--- config.mk ---
export PLATFORM = sky130hd
export DESIGN_NAME = mem_arbiter
export DESIGN_NICKNAME = d
export VERILOG_FILES = /design/src/rtl/mem_arbiter_pkg.sv /design/src/rtl/mem_arbiter.sv
export SDC_FILE = /design/constraint.sdc
export NUM_CORES = 1
export LEC_CHECK = 0
export BUFFER_PORTS_ARGS = -buffer_cell sky130_fd_sc_hd__buf_2
export CAP_MARGIN = 20
export CORE_MARGIN = 1.5
export CORE_UTILIZATION = 55
export DETAILED_ROUTE_END_ITERATION = 16
export PLACE_DENSITY = 0.92
export SETUP_SLACK_MARGIN = 0.4
export SYNTH_ARGS = -nofsm -noshare
export SYNTH_HDL_FRONTEND = slang
export SYNTH_SLANG_ARGS = --single-unit
export TNS_END_PERCENT = 20
--- constraint.sdc ---
create_clock -name clk -period 7.73 [get_ports clk]
set_clock_uncertainty 0.15 [all_clocks]
set_input_delay 0.773 -clock clk [delete_from_list [all_inputs] [get_ports clk]]
set_output_delay 0.773 -clock clk [all_outputs]
set_load 0.01 [all_outputs]
--- src/rtl/mem_arbiter_pkg.sv ---
// Shared types for the unified-RAM arbiter: size codes, FSM states, owner flag.
package mem_arbiter_pkg;

  localparam logic [1:0] SIZE_B = 2'd0;
  localparam logic [1:0] SIZE_H = 2'd1;
  localparam logic [1:0] SIZE_W = 2'd2;

  typedef enum logic [1:0] {StIdle, StRd, StWr, StDone} state_e;
  typedef enum logic {OwnIf, OwnMem} owner_e;

  // Reserved size code 3 is treated as a word.
  function automatic logic [2:0] size_to_len(input logic [1:0] size);
    case (size)
      SIZE_B:  return 3'd1;
      SIZE_H:  return 3'd2;
      SIZE_W:  return 3'd4;
      default: return 3'd4;
    endcase
  endfunction

endpackage

--- src/rtl/mem_arbiter.sv ---
// Arbitrates the byte-wide RAM port between fetch and load/store, serialising
// 1/2/4-byte accesses and assembling read data little-endian.
module mem_arbiter
  import mem_arbiter_pkg::*;
#(
  parameter int unsigned ADDR_W     = 32,
  parameter int unsigned RAM_ADDR_W = 17
) (
  input  logic                  clk,
  input  logic                  rst,
  input  logic                  rdy,
  input  logic                  if_req,
  input  logic [ADDR_W-1:0]     if_addr,
  input  logic                  if_flush,
  output logic [31:0]           if_data,
  output logic                  if_done,
  input  logic                  mem_req,
  input  logic                  mem_wr,
  input  logic [1:0]            mem_size,
  input  logic [ADDR_W-1:0]     mem_addr,
  input  logic [31:0]           mem_wdata,
  output logic [31:0]           mem_rdata,
  output logic                  mem_done,
  output logic [RAM_ADDR_W-1:0] ram_a,
  output logic                  ram_wr,
  output logic [7:0]            ram_din,
  input  logic [7:0]            ram_dout
);

  state_e            state_q, state_d;
  owner_e            owner_q, owner_d;
  logic [ADDR_W-1:0] base_q, base_d;
  logic [2:0]        len_q, len_d;
  logic [2:0]        cnt_q, cnt_d;
  logic [31:0]       wdata_q, wdata_d;
  logic [31:0]       asm_q, asm_d;
  logic [31:0]       if_data_q, if_data_d;
  logic [31:0]       mem_rdata_q, mem_rdata_d;
  logic              if_done_q, if_done_d;
  logic              mem_done_q, mem_done_d;

  logic [1:0]        cap_idx;
  logic [2:0]        rd_idx;
  logic [ADDR_W-1:0] addr_full;
  logic              unused_addr_hi;

  assign cap_idx = 2'(cnt_q - 3'd1);

  // While stalled in RD, re-present the address of the byte still awaiting
  // capture so ram_dout carries that byte when rdy returns.
  always_comb begin
    rd_idx = cnt_q;
    if (state_q == StRd && !rdy && cnt_q != 3'd0) rd_idx = cnt_q - 3'd1;
  end

  assign addr_full      = base_q + ADDR_W'(rd_idx);
  assign unused_addr_hi = ^addr_full[ADDR_W-1:RAM_ADDR_W];

  always_comb begin
    state_d     = state_q;
    owner_d     = owner_q;
    base_d      = base_q;
    len_d       = len_q;
    cnt_d       = cnt_q;
    wdata_d     = wdata_q;
    asm_d       = asm_q;
    if_data_d   = if_data_q;
    mem_rdata_d = mem_rdata_q;
    if_done_d   = if_done_q;
    mem_done_d  = mem_done_q;
    if (rdy) begin
      if_done_d  = 1'b0;
      mem_done_d = 1'b0;
      unique case (state_q)
        // The edge ending DONE arbitrates exactly like IDLE.
        StIdle, StDone: begin
          state_d = StIdle;
          if (mem_req) begin
            owner_d = OwnMem;
            base_d  = mem_addr;
            len_d   = size_to_len(mem_size);
            wdata_d = mem_wdata;
            cnt_d   = 3'd0;
            asm_d   = 32'h0;
            state_d = mem_wr ? StWr : StRd;
          end else if (if_req && !if_flush) begin
            owner_d = OwnIf;
            base_d  = if_addr;
            len_d   = 3'd4;
            cnt_d   = 3'd0;
            asm_d   = 32'h0;
            state_d = StRd;
          end
        end
        StRd: begin
          if (owner_q == OwnIf && if_flush) begin
            state_d = StIdle;
          end else begin
            cnt_d = cnt_q + 3'd1;
            if (cnt_q != 3'd0) asm_d[{cap_idx, 3'b000} +: 8] = ram_dout;
            if (cnt_q == len_q) begin
              state_d = StDone;
              if (owner_q == OwnIf) begin
                if_data_d = asm_d;
                if_done_d = 1'b1;
              end else begin
                mem_rdata_d = asm_d;
                mem_done_d  = 1'b1;
              end
            end
          end
        end
        StWr: begin
          cnt_d = cnt_q + 3'd1;
          if (cnt_q == len_q - 3'd1) begin
            state_d    = StDone;
            mem_done_d = 1'b1;
          end
        end
        default: state_d = StIdle;
      endcase
    end
  end

  always_ff @(posedge clk or negedge rst) begin
    if (!rst) begin
      state_q     <= StIdle;
      owner_q     <= OwnIf;
      base_q      <= '0;
      len_q       <= 3'd0;
      cnt_q       <= 3'd0;
      wdata_q     <= 32'h0;
      asm_q       <= 32'h0;
      if_data_q   <= 32'h0;
      mem_rdata_q <= 32'h0;
      if_done_q   <= 1'b0;
      mem_done_q  <= 1'b0;
    end else begin
      state_q     <= state_d;
      owner_q     <= owner_d;
      base_q      <= base_d;
      len_q       <= len_d;
      cnt_q       <= cnt_d;
      wdata_q     <= wdata_d;
      asm_q       <= asm_d;
      if_data_q   <= if_data_d;
      mem_rdata_q <= mem_rdata_d;
      if_done_q   <= if_done_d;
      mem_done_q  <= mem_done_d;
    end
  end

  always_comb begin
    ram_a   = '0;
    ram_wr  = 1'b0;
    ram_din = 8'h00;
    if (state_q == StRd || state_q == StWr) ram_a = addr_full[RAM_ADDR_W-1:0];
    if (state_q == StWr) begin
      ram_wr  = rdy;
      ram_din = wdata_q[{cnt_q[1:0], 3'b000} +: 8];
    end
  end

  assign if_data   = if_data_q;
  assign if_done   = if_done_q;
  assign mem_rdata = mem_rdata_q;
  assign mem_done  = mem_done_q;

endmodule
* After elaboration in Yosys (flattened, before gate mapping)
Index checks and enable logic that the tools add are counted.
** Operators by class
- Equality and inequality tests :: 10
- Mux-type cells :: 37
- Add/subtract/negate cells :: 5
- Shift operators :: 3
- Reduce and logical (&&, ||, !) cells :: 20
- Bitwise gates (word level) :: 2
** Operator list (count)
- two-way mux 32 bit :: 4
- one-hot mux 32 bit (2 select lines) :: 1
- two-way mux 17 bit :: 3
- bitwise mux 32 bit :: 1
- variable shift 8 x 7 -> 32 bit, first input constant :: 1
- variable part select 32 x 6 -> 8 bit :: 1
- variable part select 8 x 7 -> 32 bit :: 1
- two-way mux 3 bit :: 6
- adder 17 x 3 -> 17 bit :: 1
- two-way mux 1 bit :: 12
- AND reduction 3 bit :: 4
- two-way mux 2 bit :: 5
- AND reduction 5 bit :: 2
- one-hot mux 3 bit (3 select lines) :: 1
- two-way mux 8 bit :: 1
- negator 5 -> 7 bit :: 1
- equality test 3 bit :: 2
- one-hot mux 2 bit (3 select lines) :: 1
- one-hot mux 3 bit (2 select lines) :: 1
- subtractor 3 x 1 -> 3 bit, second input constant :: 2
- equality test 2 x 1 -> 1 bit, second input constant :: 2
- equality test 2 bit, second input constant :: 2
- logical AND 1 bit :: 4
- zero test 2 bit :: 2
- other kinds (12) :: 16
** Storage, ports and cells
- Bits of input ports :: 113
- Register bits after elaboration :: 156
- Output and inout bits :: 92
- Logic and storage cells :: 88

* Depth between registers and ports, before layout
Gate-level depths: netlist of run 1.
- Word-level depth :: 7
- Gate-level depth with buffers :: 15
- Mapped depth without buffers :: 12

* Least setup slack after synthesis of run 1
OpenSTA, ideal clock, no wires.
- Path kind :: register to output
- Start point :: register cnt_q[0]
- End point :: output ram_a[16]
- Cell stages (with the launch flop) :: 16
- Arrival :: 3.280 ns
- Data required time :: 6.807 ns
- Path slack :: 3.527 ns
- Path buffers :: 3
- Cell sequence :: dfrtp_1 > buf_6 > buf_2 > inv_1 > ha_1 > nand2b_1 > buf_4 > nand2_1 > xnor2_1 > ha_1 > inv_1 > fa_1 > nor2b_1 > o2111ai_1 > or3_1 > a21oi_1
** Between the ends
- Longest elaborated chain between the ends :: 5
- Elaborated cells between the ends (all ways) :: 6
- Those cells by class :: add/sub: 2; mux: 2; reduce/logical: 2
** RTL lines
- start, declared :: RTL line mem_arbiter.sv:34 : logic [2:0] cnt_q, cnt_d;
- start signal, assigned :: RTL line mem_arbiter.sv:143 : cnt_q <= cnt_d;
- parallel branches: the longest is 2 deep, another holds subtractor 3 x 1 -> 3 bit
- two-way mux 3 bit (*) :: RTL line mem_arbiter.sv:53 : if (state_q == StRd && !rdy && cnt_q != 3'd0) rd_idx = cnt_q - 3'd1;
- adder 17 x 3 -> 17 bit (*) :: RTL line mem_arbiter.sv:56 : assign addr_full = base_q + ADDR_W'(rd_idx);
- two-way mux 17 bit (*) :: RTL line mem_arbiter.sv:157 : if (state_q == StRd || state_q == StWr) ram_a = addr_full[RAM_ADDR_W-1:0];
- end, declared :: RTL line mem_arbiter.sv:24 : output logic [RAM_ADDR_W-1:0] ram_a,
Every way passes the cells marked *.

* Worst setup path in the final report of run 1
- Start point :: register cnt_q[1]
- End point :: output ram_a[16]
The elaborated chain is that of the path after synthesis.

==> results of run 1 <==
-- cells in the mapped netlist (6+ instances only) --
library cell,number
buf_2,10
a22oi_1,17
xnor2_1,10
a22o_2,8
nand3_1,7
inv_1,36
clkbuf_1,8
nor2_1,16
buf_6,6
nor2b_1,6
o21ai_0,42
nand2_1,51
dfrtp_1,156
ha_1,14
mux2_2,54
mux2_4,13
mux2i_1,35
a22o_1,40
mux4_2,8
clkdlybuf4s25_2,8
a21oi_1,8
and2_1,12
-- power by group --
group          internal [mW]  switching [mW]
clock network          0.576           0.334
registers               1.04           0.163
logic                  0.546           0.642
-- path summary, 6_finish.rpt --
kind | to | depth (start not counted)
min in group clk | if_data[13] | 2
worst min-delay path | mem_rdata[30] | 1
max in group asynchronous | mem_rdata[12] | 2
worst min register to register | if_data[13] | 2
worst max register to register | asm_q[26] | 5
worst max-delay path | ram_a[16] | 13
-- through the flow --
stage / cell area (sq um) / setup slack [ps]
floorplan: 7762 / 3527
global placement: 8631 / 3088
detailed placement: 8631 / 2991
CTS: 9274 / 2510
global route: 9274 / 2218
finish: 9274 / 2533
-- state kept, by name, indices dropped and copies added, names as in the netlist --
name	flops
asm_q	32
if_data	32
mem_rdata	32
wdata_q	32
base_q	17
cnt_q	3
len_q	3
state_q	2
if_done	1
mem_done	1
owner_q	1
-- logic make-up after synthesis --
group / after synthesis / share of synthesized area, %
compound gates: 136 / 12.94
buf+inv: 74 / 5.239
fa+ha+maj: 15 / 2.515
flops: 156 / 50.29
xor+xnor: 16 / 2.095
simple gates: 124 / 9.736
mux: 110 / 17.18
-- cells in the final DEF (no fill, tap or decap), types with 5 or more instances in the layout --
master	Yosys	routed
mux4_2	8	8
mux2_2	54	54
bufinv_16	0	5
o21ai_0	42	42
clkbuf_16	0	17
a21oi_1	8	8
a22oi_1	17	17
a22o_2	8	8
mux2_4	13	13
dfrtp_1	156	156
and2_1	12	12
nand2_1	51	51
ha_1	14	14
nor2_1	16	16
a22o_1	40	40
buf_2	10	173
inv_1	36	36
xnor2_1	10	10
mux2i_1	35	35
nand3_1	7	7
nor2b_1	6	6
buf_4	3	5
-- routing by layer --
metal	global-route usage [%]	routed length [microns]	vias up
met4	7.574	201	0
met1	28.89	7003	2639
met2	41.54	8585	171
met3	5.478	890	16
met5	0	0	-
li1	-	-	2582
-- worst max-delay path, cell delays in order (launching register included) --
cell and delay [ps]:
dfrtp_1 800, inv_1 250, ha_1 300, nand2b_1 220, nand2_1 190, xnor2_1 190, ha_1 190, inv_1 50
fa_1 400, nor2b_1 300, o2111ai_1 260, or3_1 400, a21oi_1 140, buf_2 150
-- layout make-up --
| class | count | area [sq um] |
|---|---|---|
| sequential | 156 | 3904 |
| timing repair buffer | 179 | 914.6 |
| clock buffer | 19 | 432.9 |
| clock inverter | 13 | 210.2 |
| fill | 1044 | 4553 |
| tap | 180 | 225.2 |
| inverter | 36 | 135.1 |
| multi-input combinational | 401 | 3452 |
==> results.md, run 1 <==
- Clock Tree Root: clkbuf_16
- DRC Markers: 0
- Post CTS Setup Buffer Count: 0
- Period utilization: 67.23%
- R2R Setup Slk: 4770 ps
- Final slew viol count: 0
- Clock Path Buffers: 2
- Syn Std Cell Area: 7762 sq um
- Syn Nets: 759
- Std-Cell Rows: 43
- Achievable Freq: 192.4 MHz
- Total CTS buffers: 17
- Overflow after GRT: 0
- Initial antenna violation count: 0
- Worst-Margin Slew: 913.4 ps
- Inst Count DP: 952
- Height of the die: 121.8 microns
- Antenna-violating nets left: 0
- Final core area utilization: 67.07%
- PortBufs: 174
- Pwr Density: 356.3 nW/um^2
- Top-area cell type share of the netlist area: 50.29%
- Hold Fails Final Rpt: 0
- Overall power: 3.304 mW
- Iter 0 DRT Violations: 286
- First drt pass iteration count: 5
- Core footprint: 13830 sq um
- Synth top area cells: dfrtp_1 50%, mux2_2 7.8%, a22o_1 4.5%
- Setup crit end kind: primary output
- CP Class: flop to primary output
- WL final: 16680 microns
- Max FO, Critical Path: 15
- Status: complete, no violations
- Htree depth: 4
- All-layer global routing usage: 23.68%
- Finished Layout Cells: 984
- WHS: 320.0 ps
- Top cell type by total area after synthesis: dfrtp_1
- Number of global-route vias before repair: 5662
- Unrepaired setup endpoints after global routing: false
- Yosys warns: 0
- EDFF count, synth: 0
- CTS tree: built
- Antenna fix cells: 0
- Synth Flop Type: dfrtp_1
- Final #Nets: 919
- Worst-Skew Late Latency: 420 ps
- Post-Synthesis Cells: 631
- CP Launch Point: cnt_q[1]
- Sequential-to-total area share from yosys stat: 50.29%
- Area grow syn2layout: 19.47%
- First-pass GRT wire length: 27280 microns
- Die footprint: 14840 sq um
- Via count: 5408
- Initial core utilization: 56.14%
- Top-Level Pins: 205
- CTS Sinks: 156
- Worst IR Drop VDD: 0.0002622 V
- Die X: 121.8 microns
- Async set-or-reset flop fraction in the synthesized netlist: 100.0%
- Synthesized area per cell: 12.30 sq um
- Worst EP arrival: 4270 ps
- Largest net degree at the start of global routing: 104
- Setup violators final: 0
- Worst Hold Class: input pin to async pin
- Tmin final: 5197 ps
- Relative slew slack: 39.11%
- Share of cells above drive strength 1: 39.55%
- DR WL/cell: 16.95 microns
- Clock transition at path regs: 60 ps
- Worst r2r src: cnt_q[1]
- Dpl hpwl: 11620 microns
- Resize count post-CTS: 0
- Max Cap Violations: 0
- Leakage power total: 4.724 nW
- Final Wtd Congestion: 0.7918
- TNS Setup: 0 ps
- Vias/cell: 5.496
- Crit start category: flop
- Synth unique cells: 64
- Synth Register Bits: 156
- Hold_buf cts: 0
- CP Data Required Time: 6810 ps
Power figures use the tool's default switching activity.
==> inputs of run 2 (changes only) <==
Settings changed: CORE_UTILIZATION 55 to 53, PLACE_DENSITY 0.92 to 0.89.
Clock period 7.73 ns to 5.2 ns, I/O delays scaled along.
==> run 2 against run 1 <==
Compared with the run above: cell count increased by 0.51%; via count increased by 1.4%; sequential cell count unchanged; global-route usage decreased by 1.2 points; combinational power increased by 51%; hold slack got worse by 270 ps; highest routed layer unchanged.
==> results.md, run 2 (same netlist as run 1, synthesis figures left out) <==
- Std-Cell Rows: 44 (was 43)
- Worst Hold Class: input pin to async pin (unchanged)
- Antenna fix cells: 0 (unchanged)
- Crit-path leading delay family: simple AND/OR/NAND/NOR gates (unchanged)
- CP bufs+invs: 4 (was 3)
- First drt pass iteration count: 5 (unchanged)
- Setup violators final: 0 (unchanged)
- Dpl hpwl: 11530 microns (was 11620 microns)
- Inst Count DP: 957 (was 952)
- Overall power: 4.727 mW (was 3.304 mW)
- Clock transition at path regs: 70 ps (was 60 ps)
- Area occupied by multi-input gates: 3455 sq um (was 3452 sq um)
- Overflow after GRT: 0 (unchanged)
- Via count: 5485 (was 5408)
- Worst r2r src: cnt_q[0] (was cnt_q[1])
- CP peak stage delay: 410 ps (was 800 ps)
- First-pass GRT wire length: 26220 microns (was 27280 microns)
- Crit start category: flop (unchanged)
- R2R depth: 5 (unchanged)
- CP Data Required Time: 4530 ps (was 6810 ps)
- Hold Fails Final Rpt: 0 (unchanged)
- CTS Sinks: 156 (unchanged)
- Worst-Margin Slew: 943.4 ps (was 913.4 ps)
- Leading cell types in the layout, fill and taps excluded: 173 x buf_2, 156 x dfrtp_1, 54 x mux2_2, 51 x nand2_1, 42 x o21ai_0 (unchanged)
- Status: complete, no violations (unchanged)
- Worst reg2reg path endpoint: mem_rdata[28] (was asm_q[26])
- Antenna-violating nets left: 0 (unchanged)
- Share of cells above drive strength 1: 40.00% (was 39.55%)
- Period utilization: 86.81%
- Die footprint: 15380 sq um (was 14840 sq um)
- Relative slew slack: 37.11% (was 39.11%)
- Leakage power total: 4.688 nW (was 4.724 nW)
- Final #Nets: 920 (was 919)
- Htree depth: 4 (unchanged)
- Post CTS Setup Buffer Count: 0 (unchanged)
- Filler instances: 1153 (was 1044)
- WL final: 16580 microns (was 16680 microns)
- Clock Tree Root: clkbuf_16 (unchanged)
- Cell count along the critical path: 14 (was 13)
- Crit-path slowest cell: fa_1 (was dfrtp_1)
- Area grow syn2layout: 18.57% (was 19.47%)
- Total CTS buffers: 17 (unchanged)
- Initial antenna violation count: 0 (unchanged)
- Storage element area: 3904 sq um (unchanged)
- Final Wtd Congestion: 0.8097 (was 0.7918)
- DR WL/cell: 16.76 microns (was 16.95 microns)
- Max FO, Critical Path: 15 (unchanged)
- CP Class: flop to primary output (unchanged)
- CTS tree: built (unchanged)
- R2R Setup Slk: 2530 ps (was 4770 ps)
- Max Cap Violations: 0 (unchanged)
- WHS: 49.45 ps (was 320.0 ps)
- Height of the die: 124.0 microns (was 121.8 microns)
- Top-Level Pins: 205 (unchanged)
- Tmin final: 4514 ps
- Worst-Skew Late Latency: 430 ps (was 420 ps)
- Iter 0 DRT Violations: 257 (was 286)
- Unrepaired setup endpoints after global routing: false (unchanged)
- Worst EP arrival: 3840 ps (was 4270 ps)
- Number of global-route vias before repair: 5255 (was 5662)
- Critical Path, Cell by Cell: buf_4 > inv_1 > ha_1 > nand2b_1 > nand2_1 > xnor2_1 > ha_1 > inv_1 > fa_1 > nor2b_2 > o2111ai_1 > or3_1 > a21oi_1 > buf_2 (was inv_1 > ha_1 > nand2b_1 > nand2_1 > xnor2_1 > ha_1 > inv_1 > fa_1 > nor2b_1 > o2111ai_1 > or3_1 > a21oi_1 > buf_2)
- Achievable Freq: 221.5 MHz
- DRC Markers: 0 (unchanged)
- TNS Setup: 0 ps (unchanged)
- PortBufs: 174 (unchanged)
- Commonest non-fill, non-tap cell in the layout: buf_2 (unchanged)
- Setup crit end kind: primary output (unchanged)
- All-layer global routing usage: 22.51% (was 23.68%)
- Core footprint: 14420 sq um (was 13830 sq um)
- Vias/cell: 5.546 (was 5.496)
- Worst IR Drop VDD: 0.0003018 V (was 0.0002622 V)
- Initial core utilization: 53.82% (was 56.14%)
- Pwr Density: 513.6 nW/um^2 (was 356.3 nW/um^2)
- Worst setup endpoint: ram_a[16] (unchanged)
- CP Launch Point: cnt_q[1] (unchanged)
- Clock Path Buffers: 2 (unchanged)
- Finished Layout Cells: 989 (was 984)
- Die X: 124.0 microns (was 121.8 microns)
- Largest net degree at the start of global routing: 109 (was 104)
- Final slew viol count: 0 (unchanged)
-- run 2: report_power, final --
| part | internal (mW) | switching, mW | leakage, nW |
|---|---|---|---|
| registers | 1.55 | 0.219 | 2.03 |
| logic | 0.816 | 0.980 | 2.39 |
| clock network | 0.625 | 0.539 | 0.267 |
| total | 2.99 | 1.74 | 4.69 |
-- run 2: cell type report --
type	instances	area share, %
timing repair buffer	180	10.02
inverter	36	1.468
sequential	156	42.41
multi-input combinational	401	37.53
clock inverter	15	1.441
clock buffer	17	4.622
tap	184	2.501
-- run 2: through the flow --
step                setup slack (ps)  cell area, sq um  utilization (%)
floorplan                       1250              7762                -
global placement                1135              8643            59.92
finish                         686.0              9204            63.81
detailed placement              1048              8643            59.92
CTS                            581.2              9201            63.79
global route                   432.7              9204            63.81
-- run 2: metal layers --
metal  vias to the layer above  GRT usage [%]  wire length, microns
met3                        21          5.723                   928
met5                         -              0                     0
met4                         0          6.605                   210
li1                       2592              -                     -
met2                       164          37.67                  8175
met1                      2708          29.01                  7264
-- run 2: repair_timing --
item | 4_1_cts | 5_1_grt
hold buffers | 0 | 0
gates resized for setup | 0 | 1
endpoints found under the setup margin | 0 | 2
-- run 2: worst min path at each step --
stage	from	endpoint	slack, ps	depth (start not counted)
floorplan	rst	asm_q[0]	70	0
global placement	if_data[4]	if_data[4]	310	2
detailed placement	if_data[5]	if_data[5]	320	2
CTS	rst	mem_rdata[26]	110	1
global route	rst	if_data[29]	130	1
finish	rst	if_data[31]	50	1
-- run 2: worst reg2reg max path, stage by stage, from the launching register on --
cell	delay (ps)
dfrtp_1	350
buf_4	330
xnor2_2	190
and3_1	270
nand4_4	680
mux2_4	580
